### src/rtl/uart_tx_arbiter.sv
// uart_tx_arbiter: round-robin scheduler that shares one UART transmitter
//   between NUM_REQUESTERS clients and reports ack / done / error per client.
// Latency: ACK one cycle after a request is sampled in IDLE; launch is held
//   until the UART reports active, or until the launch timeout expires.
// Backpressure: a client holds IN_REQ until its ACK. No new grant is made
//   while a frame is in flight or while the UART still reports active.
//
// Ports:
//   IN_CLOCK, IN_RESET       clock, synchronous active-high reset
//   IN_REQ / IN_REQ_DATA     per-client request level and flattened data
//                            (client i at bits [i*W +: W])
//   OUT_REQ_ACK/DONE/ERROR   one-hot, single-cycle status pulses per client
//   OUT_BUSY                 high whenever the scheduler is not idle
//   OUT_GRANT_INDEX          current or last granted client
//   OUT_UART_TX_LAUNCH/DATA  to the UART transmitter
//   IN_UART_TX_ACTIVE/DONE   from the UART transmitter
module uart_tx_arbiter #(
  parameter int NUM_REQUESTERS           = 4,
  parameter int NUM_OF_DATA_BITS_IN_PACK = 8,
  parameter int LAUNCH_TIMEOUT_CYCLES    = 16,
  parameter int FRAME_TIMEOUT_CYCLES     = 4096
) (
  input  logic                                                IN_CLOCK,
  input  logic                                                IN_RESET,
  input  logic [NUM_REQUESTERS-1:0]                           IN_REQ,
  input  logic [NUM_REQUESTERS*NUM_OF_DATA_BITS_IN_PACK-1:0]  IN_REQ_DATA,
  output logic [NUM_REQUESTERS-1:0]                           OUT_REQ_ACK,
  output logic [NUM_REQUESTERS-1:0]                           OUT_REQ_DONE,
  output logic [NUM_REQUESTERS-1:0]                           OUT_REQ_ERROR,
  output logic                                                OUT_BUSY,
  output logic [$clog2(NUM_REQUESTERS)-1:0]                   OUT_GRANT_INDEX,
  output logic                                                OUT_UART_TX_LAUNCH,
  output logic [NUM_OF_DATA_BITS_IN_PACK-1:0]                 OUT_UART_TX_DATA,
  input  logic                                                IN_UART_TX_ACTIVE,
  input  logic                                                IN_UART_TX_DONE
);

  localparam int W           = NUM_OF_DATA_BITS_IN_PACK;
  localparam int IDX_W       = $clog2(NUM_REQUESTERS);
  localparam int MAX_TIMEOUT = (LAUNCH_TIMEOUT_CYCLES > FRAME_TIMEOUT_CYCLES) ?
                               LAUNCH_TIMEOUT_CYCLES : FRAME_TIMEOUT_CYCLES;
  localparam int CNT_W       = $clog2(MAX_TIMEOUT + 1);

  localparam logic [CNT_W-1:0] LAUNCH_LAST = CNT_W'(LAUNCH_TIMEOUT_CYCLES - 1);
  localparam logic [CNT_W-1:0] FRAME_LAST  = CNT_W'(FRAME_TIMEOUT_CYCLES - 1);
  localparam logic [CNT_W-1:0] CNT_ONE     = CNT_W'(1);
  localparam logic [IDX_W:0]   N_EXT       = (IDX_W + 1)'(NUM_REQUESTERS);
  localparam logic [IDX_W-1:0] LAST_IDX    = IDX_W'(NUM_REQUESTERS - 1);
  localparam logic [IDX_W-1:0] IDX_ONE     = IDX_W'(1);

  typedef enum logic [1:0] {
    ST_IDLE     = 2'd0,
    ST_LAUNCH   = 2'd1,
    ST_BUSY     = 2'd2,
    ST_COMPLETE = 2'd3
  } state_t;

  // ------------------------------------------------------------------
  // State and registered outputs
  // ------------------------------------------------------------------
  state_t           state_q, state_nxt;
  logic [IDX_W-1:0] grant_q, grant_nxt;
  logic [IDX_W-1:0] ptr_q, ptr_nxt;
  logic [W-1:0]     data_q, data_nxt;
  logic             launch_q, launch_nxt;
  logic [CNT_W-1:0] cnt_q, cnt_nxt;
  logic [NUM_REQUESTERS-1:0] ack_q, ack_nxt;
  logic [NUM_REQUESTERS-1:0] done_q, done_nxt;
  logic [NUM_REQUESTERS-1:0] err_q, err_nxt;

  // ------------------------------------------------------------------
  // Round-robin winner: first set request scanning upward from ptr_q.
  // The candidate index is formed one bit wider and folded back once,
  // which is enough because ptr_q < N and the offset < N.
  // ------------------------------------------------------------------
  logic             win_found;
  logic [IDX_W-1:0] win_idx;
  logic [IDX_W:0]   cand;
  logic [W-1:0]     win_data;

  always_comb begin
    win_found = 1'b0;
    win_idx   = '0;
    cand      = '0;
    for (int i = 0; i < NUM_REQUESTERS; i++) begin
      cand = {1'b0, ptr_q} + (IDX_W + 1)'(i);
      if (cand >= N_EXT) begin
        cand = cand - N_EXT;
      end
      if (!win_found && IN_REQ[cand[IDX_W-1:0]]) begin
        win_found = 1'b1;
        win_idx   = cand[IDX_W-1:0];
      end
    end
  end

  assign win_data = IN_REQ_DATA[int'(win_idx) * W +: W];

  // ------------------------------------------------------------------
  // Decision terms shared by the next-state and output logic
  // ------------------------------------------------------------------
  logic             arb_go;
  logic             launch_expire;
  logic             frame_expire;
  logic [IDX_W-1:0] ptr_after;

  // A grant needs the UART to be idle as well: after an aborted or timed
  // out frame the transmitter may still be shifting out the old byte.
  assign arb_go        = win_found && !IN_UART_TX_ACTIVE;
  assign launch_expire = !IN_UART_TX_ACTIVE && (cnt_q == LAUNCH_LAST);
  // DONE takes priority over a frame timeout landing on the same cycle.
  assign frame_expire  = !IN_UART_TX_DONE && (cnt_q == FRAME_LAST);
  assign ptr_after     = (grant_q == LAST_IDX) ? '0 : grant_q + IDX_ONE;

  // ------------------------------------------------------------------
  // FSM: state register
  // ------------------------------------------------------------------
  always_ff @(posedge IN_CLOCK) begin
    if (IN_RESET) begin
      state_q <= ST_IDLE;
    end else begin
      state_q <= state_nxt;
    end
  end

  // ------------------------------------------------------------------
  // FSM: next-state logic
  // ------------------------------------------------------------------
  always_comb begin
    state_nxt = state_q;
    case (state_q)
      ST_IDLE: begin
        if (arb_go) begin
          state_nxt = ST_LAUNCH;
        end
      end
      ST_LAUNCH: begin
        if (IN_UART_TX_ACTIVE) begin
          state_nxt = ST_BUSY;
        end else if (launch_expire) begin
          state_nxt = ST_IDLE;
        end
      end
      ST_BUSY: begin
        if (IN_UART_TX_DONE) begin
          state_nxt = ST_COMPLETE;
        end else if (frame_expire) begin
          state_nxt = ST_IDLE;
        end
      end
      ST_COMPLETE: begin
        state_nxt = ST_IDLE;
      end
      default: begin
        state_nxt = ST_IDLE;
      end
    endcase
  end

  // ------------------------------------------------------------------
  // FSM: output / datapath logic (values loaded at the next edge)
  // ------------------------------------------------------------------
  always_comb begin
    grant_nxt  = grant_q;
    ptr_nxt    = ptr_q;
    data_nxt   = data_q;
    launch_nxt = launch_q;
    cnt_nxt    = cnt_q;
    ack_nxt    = '0;
    done_nxt   = '0;
    err_nxt    = '0;
    case (state_q)
      ST_IDLE: begin
        if (arb_go) begin
          grant_nxt        = win_idx;
          data_nxt         = win_data;
          ack_nxt[win_idx] = 1'b1;
          launch_nxt       = 1'b1;
          cnt_nxt          = '0;
        end
      end
      ST_LAUNCH: begin
        if (IN_UART_TX_ACTIVE) begin
          launch_nxt = 1'b0;
          cnt_nxt    = '0;
        end else if (launch_expire) begin
          launch_nxt       = 1'b0;
          err_nxt[grant_q] = 1'b1;
          ptr_nxt          = ptr_after;
          data_nxt         = '0;
          cnt_nxt          = '0;
        end else begin
          cnt_nxt = cnt_q + CNT_ONE;
        end
      end
      ST_BUSY: begin
        launch_nxt = 1'b0;
        if (IN_UART_TX_DONE) begin
          done_nxt[grant_q] = 1'b1;
          ptr_nxt           = ptr_after;
          cnt_nxt           = '0;
        end else if (frame_expire) begin
          err_nxt[grant_q] = 1'b1;
          ptr_nxt          = ptr_after;
          data_nxt         = '0;
          cnt_nxt          = '0;
        end else begin
          cnt_nxt = cnt_q + CNT_ONE;
        end
      end
      ST_COMPLETE: begin
        // Byte stays on the bus through the done cycle, then is cleared.
        data_nxt = '0;
        cnt_nxt  = '0;
      end
      default: begin
        launch_nxt = 1'b0;
        cnt_nxt    = '0;
      end
    endcase
  end

  // ------------------------------------------------------------------
  // Datapath / output registers. Reset drops everything, including an
  // in-flight grant, without reporting DONE or ERROR for it.
  // ------------------------------------------------------------------
  always_ff @(posedge IN_CLOCK) begin
    if (IN_RESET) begin
      grant_q  <= '0;
      ptr_q    <= '0;
      data_q   <= '0;
      launch_q <= 1'b0;
      cnt_q    <= '0;
      ack_q    <= '0;
      done_q   <= '0;
      err_q    <= '0;
    end else begin
      grant_q  <= grant_nxt;
      ptr_q    <= ptr_nxt;
      data_q   <= data_nxt;
      launch_q <= launch_nxt;
      cnt_q    <= cnt_nxt;
      ack_q    <= ack_nxt;
      done_q   <= done_nxt;
      err_q    <= err_nxt;
    end
  end

  assign OUT_REQ_ACK        = ack_q;
  assign OUT_REQ_DONE       = done_q;
  assign OUT_REQ_ERROR      = err_q;
  assign OUT_BUSY           = (state_q != ST_IDLE);
  assign OUT_GRANT_INDEX    = grant_q;
  assign OUT_UART_TX_LAUNCH = launch_q;
  assign OUT_UART_TX_DATA   = data_q;

endmodule

### config.mk
export PLATFORM = sky130hd
export DESIGN_NAME = uart_tx_arbiter
export DESIGN_NICKNAME = d
export VERILOG_FILES = /design/src/rtl/uart_tx_arbiter.sv
export SDC_FILE = /design/constraint.sdc
export NUM_CORES = 1
export LEC_CHECK = 0
export CAP_MARGIN = 15
export CORE_MARGIN = 2
export CORE_UTILIZATION = 48
export DETAILED_ROUTE_END_ITERATION = 10
export PLACE_DENSITY = 0.8
export SYNTH_ARGS = -nofsm -noshare
export SYNTH_HDL_FRONTEND = slang
export SYNTH_SLANG_ARGS = --single-unit
### constraint.sdc
create_clock -name IN_CLOCK -period 2.6 [get_ports IN_CLOCK]
set_clock_uncertainty 0.05 [all_clocks]
set_input_delay 0.39 -clock IN_CLOCK [delete_from_list [all_inputs] [get_ports IN_CLOCK]]
set_output_delay 0.39 -clock IN_CLOCK [all_outputs]
set_load 0.05 [all_outputs]
### Word level (Yosys, flattened, before mapping)

Cells that the tools add are included.

* register bits after elaboration: 40
* word-level logic and storage cells: 129

* $add $sub $neg: 9
* bitwise operators: 4
* mux-type cells: 57
* order comparisons: 12
* reductions and logical operators: 24
* shift operators: 1
* equality and inequality tests: 13

Operator list (number)
* $mux W13: 5
* $pmux W13 S4: 1
* $mux W8: 5
* $mux W2: 18
* $pmux W8 S4: 1
* $shiftx A32 B6 Y8: 1
* $lt A2 B3 Y1 const B: 6
* $mux W4: 4
* $add A13 B1 Y13 const B: 1
* $eq A13 B12 Y1 const B: 1
* $eq A13 B4 Y1 const B: 1
* $mux W1: 13
* $ne A2 B2 Y1 const B: 5
* $ge A3 B3 Y1 const B: 3
* $bmux W1 S2: 4
* $logic_and A1 B1 Y1: 8
* $pmux W2 S4: 1
* $pmux W4 S2: 1
* $sub A2 B1 Y2 const B: 4
* $add A2 B2 Y3 const B: 2
* $eq A2 B2 Y1 const B: 3
* $ne A3 B3 Y1 const B: 2
* $reduce_and A3 Y1: 2
* $reduce_or A3 Y1: 2
* 16 further kinds: 26

### Logic depth before layout (Yosys ltp)

* depth in word-level cells: 18
* mapped depth: 9
* depth with buffers taken out: 7

### Least setup slack after synthesis

Ideal clock, no wire load.

* path kind: register -> register
* start: register cnt_q[0]
* end: register data_q[0] (netlist: OUT_UART_TX_DATA[0])
* clock period less this slack: 1962 ps
* slack: 638 ps
* buffers on the path: 1
* stages on the path, launching flop included: 8
* setup time: 117 ps
* required time: 2433 ps
* arrival time: 1795 ps
* path through: dfxtp_1 > ha_1 > nand4b_4 > o41ai_1 > nand4_1 > nor2b_1 > buf_6 > a32o_1

* word-level cells in the longest chain between the ends: 4

RTL lines
* start: declaration: RTL line 66 `logic [CNT_W-1:0] cnt_q, cnt_nxt;`
* start signal: assignment: RTL line 242 `cnt_q <= cnt_nxt;`
* $eq A13 B12 Y1 / $eq A13 B4 Y1 (equally long branches): RTL line 112, 110
* $logic_and A1 B1 Y1 (on tied branches): RTL line 112, 110
* $ne A2 B2 Y1 (no source line)
* $reduce_and A5 Y1 (no source line) (*)
* end signal: assignment: RTL line 240 `data_q <= data_nxt;`
* end: declaration: RTL line 64 `logic [W-1:0] data_q, data_nxt;`

Mark *: on every way between the ends. The rest lies on a longest branch, timed or not.
A chain may end at the register's enable or synchronous reset.

### Final worst setup path

* start: register state_q[0]
* end: output port OUT_BUSY

* word-level cells in the longest chain between the ends: 1

RTL lines
* start: declaration: RTL line 61 `state_t state_q, state_nxt;`
* start signal: assignment: RTL line 122 `state_q <= state_nxt;`
* $reduce_bool A2 Y1: RTL line 252 `assign OUT_BUSY = (state_q != ST_IDLE);`
* end: declaration: RTL line 30 `output logic OUT_BUSY,`

Every way passes these cells.

==> impl_metrics.env <==
export IMPL_run_status="finished clean"
export IMPL_max_freq_mhz=417
export IMPL_post_dp_cell_area_sq_um=2930
export IMPL_worstSkewPairLatency_ns=0.30
export IMPL_slew_headroom_pct=55.8
export IMPL_cp_required_ns=2.16
export IMPL_synthesis_yosys_warnings=0
export IMPL_post_cts_resized_instances=0
export IMPL_critical_path_arrival_ns=1.96
export IMPL_yosys_cell_count_top_type="sky130_fd_sc_hd__dfxtp_1"
export IMPL_post_route_min_period_ns=2.40
export IMPL_post_route_worst_setup_slack_ns=0.202
export IMPL_clockPowerShare_pct=28.0
export IMPL_yosys_cell_types_count=55
export IMPL_detailroute_via_count=2078
export IMPL_hold_viol_final=0
export IMPL_cts_sinks=40
export IMPL_core_sq_um=4440
export IMPL_max_stage_delay_ns=0.80
export IMPL_critPathMaxFanout=4
export IMPL_ys_seq_area_share_pct=35.5
export IMPL_gr_total_overflow=0
export IMPL_cpLargestDelayFamily="buffers and inverters"
export IMPL_dp_worst_setup_slack_ns=0.0623
export IMPL_areaGrowthSynthToFinish_pct=34.1
export IMPL_grt_pass1_vias=1952
export IMPL_flip_flop_and_latch_count_after_synthesis=40
export IMPL_drc=0
export IMPL_cts_htree_levels=2
export IMPL_syn_mean_instance_area_sq_um=8.99
export IMPL_drt_pass1_iterations=4
export IMPL_ioPinCount=64
export IMPL_switching_share_pct=31.6
export IMPL_wire_length_of_the_first_global_routing_pass_um=8950
export IMPL_timing_final_setup_violations=0
export IMPL_synth_top_cells_by_count="sky130_fd_sc_hd__dfxtp_1, sky130_fd_sc_hd__inv_1, sky130_fd_sc_hd__nand4_1"
export IMPL_setup_total_neg_slack_ns=0
export IMPL_holdBufCountCts=0
export IMPL_synth_cells=251
export IMPL_fp_dieArea_sq_um=5260
export IMPL_dieWidth_um=72.6
export IMPL_drt_iter0_drc=105
export IMPL_max_slew_worst_pin_slew_ns=0.663
export IMPL_post_route_cell_area_sq_um=3020
export IMPL_final_core_utilization_pct=68.0
export IMPL_synth_largest_area_cell="sky130_fd_sc_hd__dfxtp_1"
export IMPL_pwr_share_comb_pct=28.4
export IMPL_antenna_cells_inserted=0
export IMPL_clock_tree_buffer_depth=2
export IMPL_routability_congestion=0.869
export IMPL_p_leak_uw=0.00117
export IMPL_synth_xor_area_share_pct=3.11
export IMPL_numCtsBuffers=5
export IMPL_synth_cell_area_sq_um=2260
export IMPL_synth_async_reset_ratio_pct=0
export IMPL_synthFlopType="sky130_fd_sc_hd__dfxtp_1"
export IMPL_num_nets_final=366
export IMPL_top_cell_type_s_share_of_synthesized_area_pct=35.5
export IMPL_port_buffers=63
export IMPL_maxSlewViolCount=0
export IMPL_dieHeight_um=72.6
export IMPL_crit_path_top_delay_cell="sky130_fd_sc_hd__clkdlybuf4s50_1"
export IMPL_worst_setup_path_end_kind="output pin"
export IMPL_antenna_found_initial=0
export IMPL_synthMuxAreaShare_pct=2.22
export IMPL_synth_edff_count=0
export IMPL_clock_transition_time_at_the_flip_flop_clock_pins_of_the_worst_setup_and_hold_paths_ns=0.07
export IMPL_drv_cap=0
export IMPL_p_int_uw=1040
export IMPL_worst_hold_path_type="flip-flop to flip-flop"
export IMPL_synth_nets=300
export IMPL_drt_vias_per_instance=5.62
export IMPL_initial_core_util_pct=50.8
export IMPL_synth_compound_area_share_pct=20.2
export IMPL_synth_adder_area_share_pct=4.99
export IMPL_post_cts_buffers=0
export IMPL_core_rowCount=24
export IMPL_power_density_nw_per_um2=504
export IMPL_postRouteWirelength_um=5460
export IMPL_antenna_left=0
export IMPL_groute_usage_overall_pct=21.7
export IMPL_power_ir_vdd_worst_mv=0.315
export IMPL_detailedPlacementHpwl_um=4170
export IMPL_ys_top_cells_by_area="sky130_fd_sc_hd__dfxtp_1, sky130_fd_sc_hd__o211ai_1, sky130_fd_sc_hd__ha_1, sky130_fd_sc_hd__nand4_1, sky130_fd_sc_hd__inv_1"
export IMPL_layout_filler_cells=375
export IMPL_grt_start_max_net_pins=19
export IMPL_layout_drive_gt1_share_pct=8.49
export IMPL_cts_tree="yes"
export IMPL_p_switching_uw=482
export IMPL_grt_setup_unrepaired="false"
export IMPL_timing_hold_ws_ns=0.425
export IMPL_critical_path_n_buffers_inverters=3
export IMPL_critical_path_cell_chain="inv_1 -> ha_1 -> inv_1 -> clkdlybuf4s50_1"
export IMPL_proportion_of_power_drawn_by_flip_flops_and_latches_pct=43.6
export IMPL_final_critical_path_share_of_the_clock_period_pct=92.2
export IMPL_synth_simple_area_share_pct=26.6
export IMPL_clock_tree_root_cell="sky130_fd_sc_hd__clkbuf_8"
export IMPL_combinational_family_with_the_most_area_after_synthesis="simple AND/OR/NAND/NOR gates"
export IMPL_post_drt_wl_per_cell_um=14.8
export IMPL_cpMostUsedCell="sky130_fd_sc_hd__inv_1"
export IMPL_timing_setup_critical_path_class="flip-flop to output pin"
export IMPL_setup_worst_path_start_class="flip-flop"
## cells by family (layout without fill, tap and decap cells)
kind of cell	count (synthesis)	count (layout)
mux	5	5
simple gates	94	94
compound gates	58	58
buf+inv	37	104
fa+ha+maj	9	9
xor+xnor	8	8
flops	40	40
## power by group through the flow
stage                     clock network [uW]  logic [uW]  registers (uW)
after floorplan                            0         191             758
after global placement                     0         425             677
after detailed placement                   0         431             678
after CTS                                435         433             664
after global routing                     459         464             668
final                                    428         433             664
## through the flow
stage	cells	power (uW)
finish	370	1530
global route	370	1590
CTS	370	1530
detailed placement	362	1110
global placement	362	1100
floorplan	251	949
## sequential cells by signal, summed over array words and instances (netlist names)
register            cells
OUT_REQ_ERROR           4
cnt_q                  13
OUT_REQ_ACK             4
state_q                 2
OUT_UART_TX_LAUNCH      1
OUT_UART_TX_DATA        8
OUT_GRANT_INDEX         2
ptr_q                   2
OUT_REQ_DONE            4
## cell usage in the layout (no fill, tap or decap), types with 7 or more instances in the layout
master / synthesis / routed
sky130_fd_sc_hd__a21oi_1: 13 / 13
sky130_fd_sc_hd__a32o_1: 8 / 8
sky130_fd_sc_hd__and2_1: 9 / 9
sky130_fd_sc_hd__buf_4: 1 / 7
sky130_fd_sc_hd__clkdlybuf4s50_1: 0 / 63
sky130_fd_sc_hd__dfxtp_1: 40 / 40
sky130_fd_sc_hd__ha_1: 9 / 9
sky130_fd_sc_hd__inv_1: 26 / 26
sky130_fd_sc_hd__nand2_1: 9 / 9
sky130_fd_sc_hd__nand4_1: 18 / 18
sky130_fd_sc_hd__nor2_1: 16 / 16
sky130_fd_sc_hd__nor3_1: 7 / 7
sky130_fd_sc_hd__o211ai_1: 16 / 16
## worst paths after layout
path | slack, ns | startpoint | end | cells after the start
setup / recovery | 0.20 | state_q[0]$_SDFFE_PP0P_ | OUT_BUSY | 4
hold reg to reg | 0.43 | OUT_UART_TX_DATA[1]$_SDFFE_PP0P_ | OUT_UART_TX_DATA[1]$_SDFFE_PP0P_ | 1
setup reg to reg | 0.23 | cnt_q[1]$_SDFFE_PP0P_ | OUT_UART_TX_DATA[7]$_SDFFE_PP0P_ | 6
hold / removal | 0.43 | OUT_UART_TX_DATA[1]$_SDFFE_PP0P_ | OUT_UART_TX_DATA[1]$_SDFFE_PP0P_ | 1
## per-layer routing
layer / track usage [%] / wire length [um]
met3: 4.03 / 208
met2: 37.0 / 2690
met5: 0 / 0
met4: 8.23 / 115
met1: 27.0 / 2450
## final cells by class
class / count / area, sq um / area share (%)
multi-input cells: 174 / 1290 / 42.6
flip-flops and latches: 40 / 801 / 26.5
repair buffers: 70 / 683 / 22.6
inverters: 26 / 97.6 / 3.23
clock buffers: 8 / 90.1 / 2.98
well taps: 52 / 65.1 / 2.15
Power figures use the tool's default switching activity.
==> RTL edit, RTL diff (same flow settings) <==
Remove the register `err_q`: a continuous assignment takes its place, so the output `OUT_REQ_ERROR` follows one clock earlier.
--- a/src/rtl/uart_tx_arbiter.sv
+++ b/src/rtl/uart_tx_arbiter.sv
@@ -233,7 +233,6 @@
       cnt_q    <= '0;
       ack_q    <= '0;
       done_q   <= '0;
-      err_q    <= '0;
     end else begin
       grant_q  <= grant_nxt;
       ptr_q    <= ptr_nxt;
@@ -242,9 +241,10 @@
       cnt_q    <= cnt_nxt;
       ack_q    <= ack_nxt;
       done_q   <= done_nxt;
-      err_q    <= err_nxt;
     end
   end
+
+  assign err_q = err_nxt;
 
   assign OUT_REQ_ACK        = ack_q;
   assign OUT_REQ_DONE       = done_q;
Formal check against the unedited RTL: same outputs for any inputs over 10 cycles, from zero or initial values and one cycle with IN_RESET high; that may be too few to reach the edited logic, so the function may still have changed.
==> RTL edit against the original RTL <==
- count of clock-buffer cells in the layout down 3
- final area down 3.6%
- worst setup slack worse by 0.044 ns
- sequential cell count down 4
- synthesized area down 8.8%
- wire length down 2.9%
- total power up 0.38%
- clock power up 15%
- critical path type unchanged
- critical endpoint is now OUT_REQ_ERROR[1]
- largest cell class unchanged
==> RTL edit: results (changes against the original RTL) <==
setup_path:
  startpoint: "cnt_q[0]"  # was state_q[0]
  cp.arrival_ns: 2.00  # was 1.96 ns
  cpPeakStageDelay_ns: 0.39  # was 0.80 ns
global_routing:
  grt_pass1_vias: 1977  # was 1952
  grt_pass1_wl_microns: 9108  # was 8949 microns
run_status:
  outcome: "finished, final reports clean"  # unchanged
placed_design:
  gp_congestion: 0.8791  # was 0.8690
  dp_hpwl_microns: 4076  # was 4168 microns
  placed_cells: 348  # was 362
  place_area_sq_um: 2801  # was 2934 sq um
yosys:
  synthTopCellsByArea: "dfxtp_1 35%, o21a_1 6.9%, a211oi_1 6.6%, ha_1 5.5%, nor2_1 4.2%"  # was dfxtp_1 35%, o211ai_1 5.3%, ha_1 5.0%, nand4_1 5.0%, inv_1 4.3%
  synth_fp_nets: 287  # was 300
  synth_cell_type_count: 45  # was 55
  synth_compound_area_share_pct: 23.65  # was 20.19%
  synth_common_cells: "36 x dfxtp_1, 23 x nor2_1, 21 x nand2_1, 19 x o21a_1, 18 x a211oi_1"  # was 40 x dfxtp_1, 26 x inv_1, 18 x nand4_1, 16 x nor2_1, 16 x o211ai_1
  syn_area_sq_um: 2058  # was 2256 sq um
  synthAdderAreaFrac_pct: 5.471  # was 4.992%
  synth.area.mux_share_pct: 1.945  # was 2.219%
routing:
  wl_microns: 5303  # was 5460 microns
  wl_met2_microns: 2693  # was 2691 microns
power:
  vdd_drop_max_v: 0.0004562  # was 0.0003146 V
  p_switching_uw: 480.7  # was 482.1 uW
  power.leakage_nw: 1.060  # was 1.165 nW
  pwr-share-clk_pct: 32.1  # was 28.0%
finish:
  layout-drive-gt1-share_pct: 9.804  # was 8.491%
floorplan:
  initial_core_util_pct: 50.72  # was 50.76%
-- RTL edit: layout make-up --
type	instances	area (sq um)	share of cell area, %
multi-input cells	181	1249	42.83
clock inverters	3	42.54	1.459
clock buffers	5	68.82	2.361
repair buffers	72	738.2	25.32
inverters	9	33.78	1.159
flip-flops and latches	36	720.7	24.72
well taps	50	62.56	2.146
-- RTL edit: timing repair --
action	CTS	global route
endpoints found under the setup margin	0	4
endpoints found under the hold margin	0	0
gates resized for setup	0	1
-- RTL edit: worst reg2reg max path, stage by stage, from the launching register on --
cell and delay, ns:
dfxtp_1 0.44, mux2i_1 0.21, o22ai_1 0.11, nor2_1 0.88, a211oi_1 0.19, o32ai_1 0.31
-- RTL edit: path summary, 6_finish.rpt --
path                    endpoint  slack [ns]  cells past startpoint
max reg2reg  OUT_UART_TX_DATA[2]        0.31                      5
min          OUT_UART_TX_DATA[7]        0.44                      2
min reg2reg  OUT_UART_TX_DATA[7]        0.44                      2
max             OUT_REQ_ERROR[1]        0.16                      7
